===== src/rtl/spm_pkg.sv =====
// Shared types and constants for the serial-parallel multiplier engine.
package spm_pkg;

    typedef enum logic [1:0] {
        IDLE = 2'd0,
        RUN  = 2'd1,
        DONE = 2'd2
    } state_t;

    // Cell behaviour select: carry-save adder, or serial two's-complement negator.
    localparam logic CELL_CSA = 1'b0;
    localparam logic CELL_NEG = 1'b1;

    function automatic int spm_cnt_w(input int width);
        return $clog2(2 * width + 1);
    endfunction

endpackage


===== src/rtl/spm_cell.sv =====
// One column of the multiplier. It holds one sum bit and one carry (or borrow) bit,
// so the column value is sum + 2*carry in CSA mode and sum - 2*borrow in NEG mode.
module spm_cell
    import spm_pkg::*;
(
    input  logic clk,
    input  logic rst,
    input  logic clr,
    input  logic mode,
    input  logic a,
    input  logic cin_chain,
    output logic sum
);

    logic carry;
    logic sum_d;
    logic carry_d;

    // In NEG mode the column absorbs -a. The borrow stays set once taken, which is
    // what keeps the running value sign-extended.
    always_comb begin
        sum_d   = 1'b0;
        carry_d = 1'b0;
        if (mode == CELL_NEG) begin
            sum_d   = a ^ carry;
            carry_d = a | carry;
        end else begin
            sum_d   = a ^ cin_chain ^ carry;
            carry_d = (a & cin_chain) | (a & carry) | (cin_chain & carry);
        end
    end

    always_ff @(posedge clk or posedge rst) begin
        if (rst) begin
            sum   <= 1'b0;
            carry <= 1'b0;
        end else if (clr) begin
            sum   <= 1'b0;
            carry <= 1'b0;
        end else begin
            sum   <= sum_d;
            carry <= carry_d;
        end
    end

endmodule


===== src/rtl/spm_mac_seq.sv =====
// Serial-parallel multiplier. X is held in parallel and Y is streamed in LSB-first.
// The product leaves serially on p_bit and is also collected into p.
module spm_mac_seq
    import spm_pkg::*;
#(
    parameter int WIDTH = 32
) (
    input  logic               clk,
    input  logic               rst,
    input  logic               in_valid,
    output logic               in_ready,
    input  logic [WIDTH-1:0]   x,
    input  logic [WIDTH-1:0]   y,
    input  logic               is_signed,
    output logic               p_bit,
    output logic               p_bit_vld,
    output logic               out_valid,
    input  logic               out_ready,
    output logic [2*WIDTH-1:0] p,
    output logic               busy
);

    // state | meaning
    // IDLE  | waiting for operands, in_ready=1
    // RUN   | streaming y_ext through the cell chain, cnt = 0..2*WIDTH
    // DONE  | p valid and held until out_ready

    localparam int PW    = 2 * WIDTH;
    localparam int CNT_W = spm_cnt_w(WIDTH);
    localparam logic [CNT_W-1:0] CNT_LAST = CNT_W'(PW);

    state_t state;
    state_t state_d;

    logic [CNT_W-1:0] cnt;
    logic [WIDTH-1:0] x_q;
    logic [PW-1:0]    y_sr;
    logic             is_signed_q;

    logic             accept;
    logic             run;
    logic             y_bit;
    logic [WIDTH-1:0] cell_a;
    logic [WIDTH-1:0] cell_sum;
    logic [WIDTH-1:0] cell_mode;
    logic [WIDTH:0]   chain_in;

    assign in_ready  = (state == IDLE);
    assign busy      = (state != IDLE);
    assign out_valid = (state == DONE);
    assign run       = (state == RUN);
    assign accept    = in_valid & in_ready;

    always_ff @(posedge clk or posedge rst) begin
        if (rst) begin
            state <= IDLE;
        end else begin
            state <= state_d;
        end
    end

    always_comb begin
        state_d = state;
        case (state)
            IDLE:    if (accept) state_d = RUN;
            RUN:     if (cnt == CNT_LAST) state_d = DONE;
            DONE:    if (out_ready) state_d = IDLE;
            default: state_d = IDLE;
        endcase
    end

    // Operand capture and Y stream. Shifting right fills with zeros, so the last
    // RUN cycle (cnt == 2*WIDTH) feeds 0 without needing a special case.
    always_ff @(posedge clk or posedge rst) begin
        if (rst) begin
            x_q         <= '0;
            y_sr        <= '0;
            is_signed_q <= 1'b0;
            cnt         <= '0;
        end else if (accept) begin
            x_q         <= x;
            is_signed_q <= is_signed;
            y_sr        <= is_signed ? {{WIDTH{y[WIDTH-1]}}, y} : {{WIDTH{1'b0}}, y};
            cnt         <= '0;
        end else if (run) begin
            y_sr <= y_sr >> 1;
            cnt  <= cnt + 1'b1;
        end
    end

    assign y_bit     = run & y_sr[0];
    assign cell_a    = x_q & {WIDTH{y_bit}};
    assign chain_in  = {1'b0, cell_sum};
    assign cell_mode = {is_signed_q, {(WIDTH-1){CELL_CSA}}};

    for (genvar i = 0; i < WIDTH; i++) begin : g_cell
        spm_cell u_cell (
            .clk       (clk),
            .rst       (rst),
            .clr       (accept),
            .mode      (cell_mode[i]),
            .a         (cell_a[i]),
            .cin_chain (chain_in[i+1]),
            .sum       (cell_sum[i])
        );
    end

    // Cell 0 holds product bit cnt-1 during each RUN cycle with cnt >= 1.
    assign p_bit     = cell_sum[0];
    assign p_bit_vld = run && (cnt != '0);

    always_ff @(posedge clk or posedge rst) begin
        if (rst) begin
            p <= '0;
        end else if (p_bit_vld) begin
            p <= {p_bit, p[PW-1:1]};
        end
    end

endmodule


===== config.mk =====
export PLATFORM = sky130hd
export DESIGN_NAME = spm_mac_seq
export DESIGN_NICKNAME = d
export VERILOG_FILES = /design/src/rtl/spm_pkg.sv /design/src/rtl/spm_cell.sv /design/src/rtl/spm_mac_seq.sv
export SDC_FILE = /design/constraint.sdc
export NUM_CORES = 1
export LEC_CHECK = 0
export BUFFER_PORTS_ARGS = -buffer_cell sky130_fd_sc_hd__buf_2
export CAP_MARGIN = 30
export CELL_PAD_IN_SITES_DETAIL_PLACEMENT = 1
export CELL_PAD_IN_SITES_GLOBAL_PLACEMENT = 1
export CORE_UTILIZATION = 40
export DETAILED_ROUTE_END_ITERATION = 8
export HOLD_SLACK_MARGIN = 0.08
export PLACE_DENSITY_LB_ADDON = 0.1
export SYNTH_ARGS = -nofsm -noshare
export SYNTH_HDL_FRONTEND = slang
export SYNTH_HIERARCHICAL = 1
export SYNTH_SLANG_ARGS = --single-unit

===== constraint.sdc =====
create_clock -name clk -period 8.22 [get_ports clk]
set_input_delay 1.644 -clock clk [delete_from_list [all_inputs] [get_ports clk]]
set_output_delay 1.644 -clock clk [all_outputs]
set_load 0.05 [all_outputs]

[Word level (Yosys, flattened, before mapping)]
Cells that the tools add are included.
Word-level totals
  flip-flop bits (word level): 234
  word-level logic and storage cells: 380
  output and inout port bits: 69
Operators by class
  add/sub/neg operators: 1
  reduce and logical (&&, ||, !) cells: 6
  equality and inequality tests: 6
  mux-type cells: 74
  bitwise operators: 223
Operators by type and width (count)
  64-bit two-way mux: 3
  1-bit bitwise AND: 96
  1-bit two-way mux: 65
  1-bit OR: 63
  1-bit XOR: 63
  32-bit bitwise AND: 1
  7-bit two-way mux: 2
  7-bit by 1-bit adder with 7-bit output (second input constant): 1
  7-bit equality test (second input constant): 1
  7-bit nonzero test: 1
  2-bit two-way mux: 3
  2-bit by 1-bit != test with 1-bit output (second input constant): 3
  2-bit one-hot mux with 3 select lines: 1
  2-bit nonzero test: 2
  3-bit AND reduction: 1
  2-bit by 1-bit equality test with 1-bit output (second input constant): 1
  2-bit equality test (second input constant): 1
  2-bit logical NOT: 1
  1-bit logical AND: 1

[Logic depth before layout (Yosys ltp)]
Gate-level depths: netlist (run 1).
  depth after elaboration: 7
  depth in mapped cells: 7
  depth with buffers taken out: 5

[Modules after synthesis]
Netlist (run 1), hierarchy kept.
Modules (own cells, without submodules)
  spm_mac_seq: area each 7171.9 um^2, instances 1, cells an instance 614, seq. area each 4254.1 um^2
  spm_cell: area each 118.9 um^2, instances 32, cells an instance 12, seq. area each 50.0 um^2

[Least setup slack after synthesis (run 1)]
OpenSTA, ideal clock, no wires.
  kind: input port to flip-flop
  start point: in in_valid
  end point: reg g_cell[0].u_cell.sum
  stages on the path: 6
  setup slack: 4.384 ns
  arrival: 3.709 ns
  cells stage by stage: or3b_2 inv_1 buf_2 buf_2 nor2b_1 mux2_1
On the way
  cells in the longest elaborated chain, start to end: 2
Ends and longest elaborated chain
  start: declaration: line spm_mac_seq.sv:10  | input logic in_valid,
  1-bit bitwise AND: line spm_mac_seq.sv:52  | assign accept = in_valid & in_ready;
  net accept: line spm_mac_seq.sv:40  | logic accept;
  1-bit two-way mux: line spm_cell.sv:37  | end else if (clr) begin
  end signal: assignment: line spm_cell.sv:41  | sum <= sum_d;
  end: declaration: line spm_cell.sv:12  | output logic sum
The timed path passes the listed nets, and every way through them passes these cells.
A chain may end at the register's enable or synchronous reset.

[Worst setup path in the final report (run 1)]
  start point: reg cnt[3]
  end point: out p_bit_vld
On the way
  cells in the longest elaborated chain, start to end: 2
Ends and longest elaborated chain
  start: declaration: line spm_mac_seq.sv:35  | logic [CNT_W-1:0] cnt;
  start signal: assignment: line spm_mac_seq.sv:87  | cnt <= cnt + 1'b1;
  7-bit nonzero test: line spm_mac_seq.sv:110  | assign p_bit_vld = run && (cnt != '0);
  1-bit logical AND: line spm_mac_seq.sv:110
  end: declaration: line spm_mac_seq.sv:16  | output logic p_bit_vld,
No other way between the ends.

==> flow_summary_export.csv, run 1 <==
group,metric,value,unit
worst_hold_path,hp-class,"reg -> reg",
clocking,cts_setup_buffers,0,
placed_design,place_congestion,0.7028,
setup_path,crit_slowest_cell,"dfrtp_1",
drt,drc,0,
power,total_leakage_power,6.787,nW
synthesis,synth-seq-cells,234,
clocking,clk_path_buf_depth,3,
setup_path,cp-end-kind,"output port",
global_route,overflow,0,
run,drv_cap,0,
sta,max_freq,0.2396,GHz
setup_path,startpoint_type,"register",
synthesis,syn_area_per_cell,11.00,µm²
clocking,cts_tree,"built",
global_route,grt_max_degree,102,
synthesis,synth-compound-area-share,9.485,%
global_route,grt_pass1_wl,42.68,mm
synthesis,synth_area,10980,µm²
sta,fin_skew,0.01120,ns
die,start_util,40.72,%
synthesis,synth.area.top_cells,"dfrtp_1 53%, nand2_1 6.9%, mux2_4 6.7%, ha_1 3.9%, nor2_1 3.4%",
clocking,clockRootBuffer,"clkbuf_16",
global_route,grtUsageTotal,18.24,%
die,die_w,167.6,µm
clocking,clock_sinks,234,
drt,drt_iter0_drc,306,
global_route,grt_pass1_vias,8604,
setup_path,worst_ep_arrival_time,2.53,ns
drt,routed_via_density,4.926,
setup_path,r2r_slack,5.22,ns
sta,rsz0062_at_grt,"false",
layout,drive_above_1_share,21.06,%
synthesis,synth_cell_types,34,
synthesis,synth-seq-area-share,53.35,%
synthesis,async_reset_ff_share,100.0,%
layout,final_cell_count_no_fill,1586,
synthesis,synthMuxAreaShare,14.72,%
sta,tns,0,ns
power,irDropWorstVdd,0.0001362,V
clocking,hold_buffers,0,
layout,fin_nets,1331,
sta,worst_slack,4.046,ns
power,power_density,271.6,nW/µm²
global_route,antenna_found_initial,1,
setup_path,crit_buf_inv,4,
outcome,status,"finished, final reports clean",
placed_design,dp_hpwl,15.66,mm
synthesis,synthCells,998,
drt,drt_first_pass_iters,4,
clocking,ctsResizeCount,0,
drt,drtAntennaViolNets,0,
sta,finalCritPeriodShare,50.78,%
placed_design,io_buffers,137,
die,io_pins,138,
synthesis,synth-xor-area-share,0,%
clocking,htree_levels,1,
drt,wire_per_inst,15.48,µm
drt,finalWirelength,24.56,mm
setup_path,slowest_delay,0.42,ns
setup_path,crit_chain,"or3_4, o31ai_4, buf_4, buf_16, inv_1, buf_2",
placed_design,preCtsSetupSlack,3.654,ns
synthesis,yosys.area.top_type,"dfrtp_1",
setup_path,crit_family,"buffers and inverters",
clocking,numCtsBuffers,27,
sta,maxSlewViolCount,0,
synthesis,synth_ff_type,"dfrtp_1",
layout,syn2layout_area_growth,20.21,%
setup_path,path_max_fanout,56,
clocking,clk_latency,0.52,ns
placed_design,place_inst,1539,
synthesis,synth_fa_ha_area_share,3.876,%
synthesis,synth_edf_count,0,
layout,final_util,48.96,%
sta,fin_crit,4.174,ns
setup_path,required,6.58,ns
die,die_h,167.6,µm
synthesis,synth_top_family_by_area,"multiplexers",
synthesis,synth_top_area_share,53.35,%
drt,num_vias,7812,
sta,tightest_slew,0.8457,ns
sta,relSlewSlack,43.62,%
die,placementRows,60,
die,core_area,26950,µm²
die,die_area,28100,µm²
clocking,path_clk_slew,0.06,ns
synthesis,yosys.area_share.simple,14.69,%
synthesis,yosysWarnings,6,
sta,setup_viol,0,
sta,hold_viol_final,0,
setup_path,crit_type,"reg -> out",
cells in the final DEF (no fill, tap or decap), types with 15 or more instances in the layout:
cell type    n
a221oi_1    32
dfrtp_1    234
ha_1        34
conb_1      95
a2bb2oi_1   31
nor2b_1     32
mux2_2      15
mux2_4      49
inv_1       39
nor2_1      98
nand2_1    202
o21ai_0     36
mux2i_1     35
clkbuf_16   27
mux2_1      32
buf_2      137
and3_1      33
a22oi_1     32
metal layers:
layer | up-vias | part of all wire, % | routed length, µm | global-route usage [%]
li1 | 3801 | - | - | -
met1 | 3876 | 46 | 11410 | 24.26
met2 | 103 | 48 | 11770 | 30.92
met3 | 32 | 3.8 | 928 | 3.309
met4 | 0 | 1.8 | 448 | 4.108
met5 | - | 0 | 0 | 0
worst reg2reg max path, stage by stage, from the launching register on:
cell,delay [ns]
dfrtp_1,0.46
or3b_2,0.73
inv_4,0.23
buf_16,0.32
buf_4,0.69
nor2_1,0.15
mux2_1,0.31
logic make-up after synthesis:
family / after synthesis
AOI/OAI and AO/OA: 138
adders and majority gates: 34
buffers and inverters: 83
DFF: 234
muxes: 131
other: 1
and+or+nand+nor: 377
registers in the layout, indices dropped and copies added, names as in the netlist:
name and flops:
x_q 32, cnt 7, y_sr 64, p 64, is_signed_q 1, g_cell.u_cell/sum 32
g_cell.u_cell/carry 32, state 2
worst paths after layout:
path,depth (start not counted),to,startpoint
worst max register to register,6,g_cell[0].u_cell/sum$_DFF_PP0_,state[0]$_DFFE_PP0P_
worst min-delay path,2,x_q[1]$_DFFE_PP0P_,x_q[1]$_DFFE_PP0P_
worst max-delay path,6,p_bit_vld,cnt[3]$_DFFE_PP0P_
min in group asynchronous,3,g_cell[27].u_cell/carry$_DFF_PP0_,rst
max in group asynchronous,5,p[59]$_DFFE_PP0P_,rst
worst min register to register,2,x_q[1]$_DFFE_PP0P_,x_q[1]$_DFFE_PP0P_
Yosys cell counts (15+ instances only):
| cell | n |
|---|---|
| mux2_4 | 49 |
| nand2_1 | 202 |
| and3_1 | 33 |
| mux2_2 | 15 |
| dfrtp_1 | 234 |
| nor2b_1 | 33 |
| mux2i_1 | 35 |
| a2bb2oi_1 | 31 |
| nor2_1 | 98 |
| ha_1 | 34 |
| o21ai_0 | 36 |
| inv_1 | 41 |
| mux2_1 | 32 |
| a22oi_1 | 32 |
| clkbuf_1 | 27 |
| a221oi_1 | 32 |
area by class of cell:
cell class              instances  area (µm²)
diodes                          1       2.502
clock buffers                  36       759.5
clock inverters                 9       70.07
fillers                      3018       13760
inverters                      41       161.4
multi-input cells             775        5062
flip-flops and latches        234        5856
well taps                     341       426.7
repair buffers                149       855.8
report_power, final:
group | switching, mW | internal, mW
combinational | 0.555 | 0.362
clock | 0.456 | 0.671
sequential | 0.164 | 1.37
per-stage QoR:
stage	area, µm²	hold WS, ns	power, mW
2_1_floorplan	11330	0.4379	2.235
3_3_place_gp	12250	0.4504	2.444
3_5_place_dp	12330	0.4575	2.485
4_1_cts	13160	0.4723	3.647
5_1_grt	13190	0.5013	3.790
6_report	13190	0.4644	3.584
Note: power is estimated with default switching activity, not from simulation.
==> run 2: changes to the inputs <==
ABC_AREA = 1   (was unset)
clock period = 4.3 ns   (was 8.22 ns; I/O delays follow)
==> flow_summary_export.csv, run 2 <==
group,metric,value,unit
synthesis,synth_top_area_share,49.52,%
power,p_switching,3.647,mW
synthesis,synth-seq-cells,234,
power,power.share.clock,25.7,%
global_route,antenna_found_initial,1,
global_route,grt_pass1_wl,51.04,mm
die,die_h,173.9,µm
clocking,cts_setup_buffers,0,
sta,hold_viol_final,0,
drt,finalWirelength,29.69,mm
synthesis,synth_ff_type,"dfrtp_1",
synthesis,yosysMostFrequentCell,"nand2_1",
layout,drive_above_1_share,11.17,%
placed_design,dp_hpwl,19.98,mm
synthesis,synth-seq-area-share,49.52,%
synthesis,synthCells,1612,
synthesis,synth_edf_count,0,
synthesis,syn_area_per_cell,7.335,µm²
drt,num_vias,10340,
synthesis,yosys.area.top_type,"dfrtp_1",
worst_hold_path,hp-class,"reg -> reg",
setup_path,cp.depth,5,
synthesis,synth_top_family_by_area,"simple AND/OR/NAND/NOR gates",
setup_path,r2r_slack,2.07,ns
drt,drc,0,
synthesis,yosys.area_share.simple,30.91,%
setup_path,crit_buf_inv,3,
synthesis,synth-compound-area-share,4.275,%
clocking,clk_path_buf_depth,3,
drt,drtAntennaViolNets,0,
global_route,grt_pass1_vias,10890,
layout,syn2layout_area_growth,19.26,%
synthesis,synthMuxAreaShare,0,%
drt,routed_via_density,4.620,
setup_path,required,3.44,ns
sta,tightest_slew,0.8827,ns
power,irDropWorstVdd,0.0002764,V
synthesis,synth_cell_types,19,
clocking,ctsResizeCount,0,
die,die_w,173.9,µm
placed_design,place_congestion,0.7619,
synthesis,synth-xor-area-share,0,%
global_route,grt_max_degree,81,
die,io_pins,138,
layout,final_cell_mix,"632 x nand2_1, 272 x inv_1, 234 x dfrtp_1",
sta,max_freq,0.3589,GHz
clocking,numCtsBuffers,28,
sta,fin_crit,2.786,ns
power,p_sw_share,40.19,%
drt,wire_per_inst,13.27,µm
clocking,cts_tree,"built",
clocking,hold_buffers,0,
layout,top_regs,"p x64, y_sr x64",
die,die_area,30250,µm²
sta,worst_slack,1.514,ns
placed_design,io_buffers,137,
synthesis,synth_fa_ha_area_share,3.598,%
drt,drt_first_pass_iters,4,
setup_path,rr_worst_depth,8,
sta,fin_skew,0.01205,ns
setup_path,worst_ep_arrival_time,1.93,ns
sta,relSlewSlack,40.94,%
global_route,grtUsageTotal,20.24,%
synthesis,yosysWarnings,6,
setup_path,slowest_delay,0.43,ns
synthesis,synth_area,11820,µm²
setup_path,cp-end-kind,"output port",
setup_path,crit_family,"buffers and inverters",
power,p_seq_share,38.6,%
die,start_util,40.97,%
synthesis,synth.area.top_cells,"dfrtp_1 50%, nand2_1 20%, inv_1 8.7%, nand3_1 7.0%, ha_1 3.6%",
clocking,clk_latency,0.54,ns
setup_path,path_max_fanout,30,
clocking,clock_sinks,234,
sta,rsz0062_at_grt,"false",
drt,drt_iter0_drc,498,
sta,setup_viol,0,
power,internal_power,5.427,mW
setup_path,crit_type,"reg -> out",
clocking,path_clk_slew,0.06,ns
power,power_density,643.5,nW/µm²
setup_path,startpoint_type,"register",
layout,final_common_cell,"nand2_1",
power,combinationalPowerShare,35.7,%
placed_design,preCtsSetupSlack,1.840,ns
setup_path,r2r-end,"g_cell[30].u_cell/sum$_DFF_PP0_",
power,total_leakage_power,8.162,nW
setup_path,critPathCapture,"p_bit_vld",
run,drv_cap,0,
layout,fin_nets,1936,
die,placementRows,62,
global_route,overflow,0,
die,core_area,28860,µm²
clocking,clockRootBuffer,"clkbuf_16",
sta,maxSlewViolCount,0,
clocking,htree_levels,1,
setup_path,setup.worst_path.start,"state[1]$_DFFE_PP0P_",
sta,finalCritPeriodShare,64.80,%
synthesis,async_reset_ff_share,100.0,%
outcome,status,"finished, final reports clean",
synthesis,synthTopCellsByCount,"635 x nand2_1, 273 x inv_1, 234 x dfrtp_1",
setup_path,crit_slowest_cell,"dfrtp_1",
setup_path,crit_chain,"nor2_4, buf_4, nand2_2, inv_1, buf_2",
sta,tns,0,ns
setup_path,r2r_start,"state[1]$_DFFE_PP0P_",
==> run 2: changes by cell type in the layout (fill, tap and decap cells not counted), moves of 15 or more <==
| cell | delta |
|---|---|
| mux2_4 | -49 |
| a22oi_1 | -32 |
| inv_1 | +233 |
| nor2b_1 | -32 |
| nand2_1 | +430 |
| mux2_1 | -32 |
| mux2i_1 | -35 |
| a2bb2oi_1 | -31 |
| a221oi_1 | -32 |
| and3_1 | -33 |
| a21oi_1 | +64 |
| mux2_2 | -15 |
| nand3_1 | +164 |
==> run 2: how the worst min path moves through the flow <==
| stage | from | endpoint | slack (ns) | cells after the start |
|---|---|---|---|---|
| final | y_sr[35]$_DFFE_PP0P_ | y_sr[35]$_DFFE_PP0P_ | 0.48 | 2 |
| after detailed placement | y_sr[35]$_DFFE_PP0P_ | y_sr[35]$_DFFE_PP0P_ | 0.47 | 2 |
| after CTS | y_sr[35]$_DFFE_PP0P_ | y_sr[35]$_DFFE_PP0P_ | 0.48 | 2 |
| after global placement | p[0]$_DFFE_PP0P_ | p[0]$_DFFE_PP0P_ | 0.45 | 2 |
| after global routing | y_sr[60]$_DFFE_PP0P_ | y_sr[60]$_DFFE_PP0P_ | 0.50 | 2 |
| after floorplan | y_sr[63]$_DFFE_PP0P_ | y_sr[63]$_DFFE_PP0P_ | 0.44 | 2 |
==> run 2: tightest hold or removal path: cells and delay by family, from the launching register on <==
family | cells | cell delay [ns]
flip-flops | 1 | 0.34
AND/OR/NAND/NOR | 2 | 0.10
==> run 2: layout make-up <==
type | instances | area [µm²]
fillers | 3823 | 14760
flip-flops and latches | 234 | 5856
multi-input cells | 1141 | 4955
inverters | 276 | 1040
repair buffers | 152 | 860.8
clock buffers | 44 | 852.1
well taps | 384 | 480.5
clock inverters | 6 | 55.05
diodes | 1 | 2.502
==> run 2: power by group through the flow <==
stage | registers, mW | clock network [mW] | logic [mW]
2_1_floorplan | 3.95 | 0 | 2.01
3_3_place_gp | 3.51 | 0 | 3.11
3_5_place_dp | 3.53 | 0 | 3.26
4_1_cts | 3.51 | 2.41 | 3.29
5_1_grt | 3.61 | 2.48 | 3.73
6_report | 3.50 | 2.34 | 3.24
==> run 2: kinds of logic after synthesis <==
| kind of cell | after synthesis |
|---|---|
| AOI/OAI and AO/OA | 101 |
| and+or+nand+nor | 911 |
| adders and majority gates | 34 |
| other | 1 |
| DFF | 234 |
| buffers and inverters | 331 |
==> run 2: metrics by stage <==
stage | hold WS [ns] | util (%) | power (mW) | std cells | cell area [µm²]
final | 0.4782 | 48.86 | 9.074 | 2238 | 14100
after global routing | 0.4957 | 48.86 | 9.811 | 2238 | 14100
after CTS | 0.4831 | 48.79 | 9.201 | 2236 | 14080
after detailed placement | 0.4680 | 45.64 | 6.787 | 2186 | 13170
after global placement | 0.4487 | 45.64 | 6.615 | 2186 | 13170
after floorplan | 0.4422 | - | 5.966 | 1706 | 12180
==> run 2: routing by layer <==
layer / GRT usage [%] / vias up / wire length (µm)
li1: - / 5200 / -
met1: 25.95 / 4967 / 13500
met2: 36.13 / 131 / 14750
met3: 2.428 / 41 / 826
met4: 5.080 / 0 / 609
met5: 0 / - / 0
==> run 3: changes to the inputs <==
CORE_UTILIZATION = 39   (was 40)
clock period = 2.5 ns   (was 4.3 ns; I/O delays follow)
==> flow_summary_export.csv, run 3 (same netlist as run 2, synthesis figures left out) <==
group,metric,value,unit
outcome,status,"finished, final reports clean",
drt,num_vias,10290,
clocking,htree_levels,1,
clocking,clockRootBuffer,"clkbuf_16",
setup_path,rr_worst_depth,9,
sta,rsz0062_at_grt,"false",
setup_path,crit_type,"reg -> out",
worst_hold_path,hp-class,"in -> async",
die,die_h,176.1,µm
setup_path,crit_slowest_cell,"dfrtp_1",
clocking,cts_tree,"built",
sta,hold_viol_final,0,
placed_design,io_buffers,137,
die,core_area,29720,µm²
clocking,ctsResizeCount,0,
global_route,grt_max_degree,104,
clocking,numCtsBuffers,28,
sta,worst_slack,0.1834,ns
setup_path,r2r_slack,0.67,ns
drt,wire_per_inst,13.17,µm
drt,drtAntennaViolNets,0,
power,power_density,1105,nW/µm²
clocking,clk_latency,0.55,ns
layout,drive_above_1_share,11.46,%
sta,fin_crit,2.317,ns
global_route,antenna_found_initial,0,
die,die_area,31020,µm²
clocking,clock_sinks,234,
setup_path,slowest_delay,0.39,ns
setup_path,worst_ep_arrival_time,1.82,ns
die,start_util,39.79,%
placed_design,place_inst,2198,
die,die_w,176.1,µm
drt,drt_iter0_drc,546,
layout,nFillCells,3830,
setup_path,startpoint_type,"register",
setup_path,cp-end-kind,"output port",
placed_design,preCtsSetupSlack,0.6879,ns
setup_path,r2r-end,"g_cell[14].u_cell/sum$_DFF_PP0_",
sta,tightest_slew,0.8239,ns
drt,drt_first_pass_iters,4,
power,total_leakage_power,8.198,nW
placed_design,dp_hpwl,20.18,mm
layout,final_cell_mix,"633 x nand2_1, 272 x inv_1, 234 x dfrtp_1",
run,drv_cap,0,
layout,fin_nets,1941,
drt,drc,0,
sta,tns,0,ns
global_route,grt_pass1_wl,49.88,mm
setup_path,path_max_fanout,3,
global_route,overflow,0,
sta,setup_viol,0,
drt,routed_via_density,4.573,
sta,max_freq,0.4317,GHz
sta,finalCritPeriodShare,92.66,%
die,placementRows,63,
clocking,clk_path_buf_depth,3,
clocking,path_clk_slew,0.06,ns
layout,final_cell_count_no_fill,2251,
die,io_pins,138,
layout,syn2layout_area_growth,19.87,%
clocking,hold_buffers,0,
sta,relSlewSlack,45.07,%
sta,fin_skew,0.01399,ns
layout,final_common_cell,"nand2_1",
global_route,grtUsageTotal,19.43,%
placed_design,place_congestion,0.7455,
clocking,cts_setup_buffers,0,
sta,maxSlewViolCount,0,
setup_path,required,2.00,ns
power,irDropWorstVdd,0.0005448,V
setup_path,r2r_start,"state[1]$_DFFE_PP0P_",
global_route,grt_pass1_vias,10600,
layout,top_regs,"p x64, y_sr x64",
drt,finalWirelength,29.64,mm
setup_path,crit_chain,"inv_1, ha_1, nand2_1, nor2_1, nand2_2, nand2_2, inv_1, buf_2",
## run 3: worst max path at each step
stage                                   from                           endpoint  slack (ns)
final                     cnt[0]$_DFFE_PP0P_                          p_bit_vld        0.18
after global placement              in_valid  g_cell[25].u_cell/carry$_DFF_PP0_        0.72
after CTS                 cnt[0]$_DFFE_PP0P_                          p_bit_vld        0.15
after global routing      cnt[1]$_DFFE_PP0P_                          p_bit_vld        0.07
after detailed placement            in_valid  g_cell[13].u_cell/carry$_DFF_PP0_        0.69
after floorplan                          rst                 cnt[0]$_DFFE_PP0P_       -0.17
## run 3: power breakdown
group          switching [mW]  total, mW  internal (mW)
combinational            3.87       5.63           1.76
clock                    1.61       4.03           2.42
sequential              0.807       6.00           5.19
## run 3: per-layer routing
metal	share of wire, %	track usage (%)	up-vias
met2	49	34.33	133
met1	46	25.26	4912
met5	0	0	-
li1	-	-	5221
met3	3.5	2.735	27
met4	1.2	3.768	0
## run 3: critical path, delay by kind of cell, from the launching register on
family,cells,cell delay [ns]
flops,1,0.39
buf+inv,3,0.37
simple gates,4,0.38
fa+ha+maj,1,0.15
## run 3: stage by stage
stage	hold slack (ns)	power [mW]	utilization, %	cell area (µm²)
finish	0.1547	15.66	47.69	14170
global route	0.1405	16.95	47.68	14170
CTS	0.1402	15.91	47.68	14170
detailed placement	0.4632	11.72	44.57	13250
global placement	0.4479	11.44	44.57	13250
floorplan	0.2412	10.26	-	12180
## run 3: cell type report
class                           instances  area, µm²  share of cell area, %
Inverter                              276       1040                  7.336
Antenna cell                            2      5.005                0.03531
Tap cell                              390      488.0                  3.443
Sequential cell                       234       5856                  41.31
Timing Repair Buffer                  157      910.9                  6.427
Clock inverter                          7      71.32                 0.5032
Multi-Input combinational cell       1141       4952                  34.94
Clock buffer                           44      850.8                  6.003
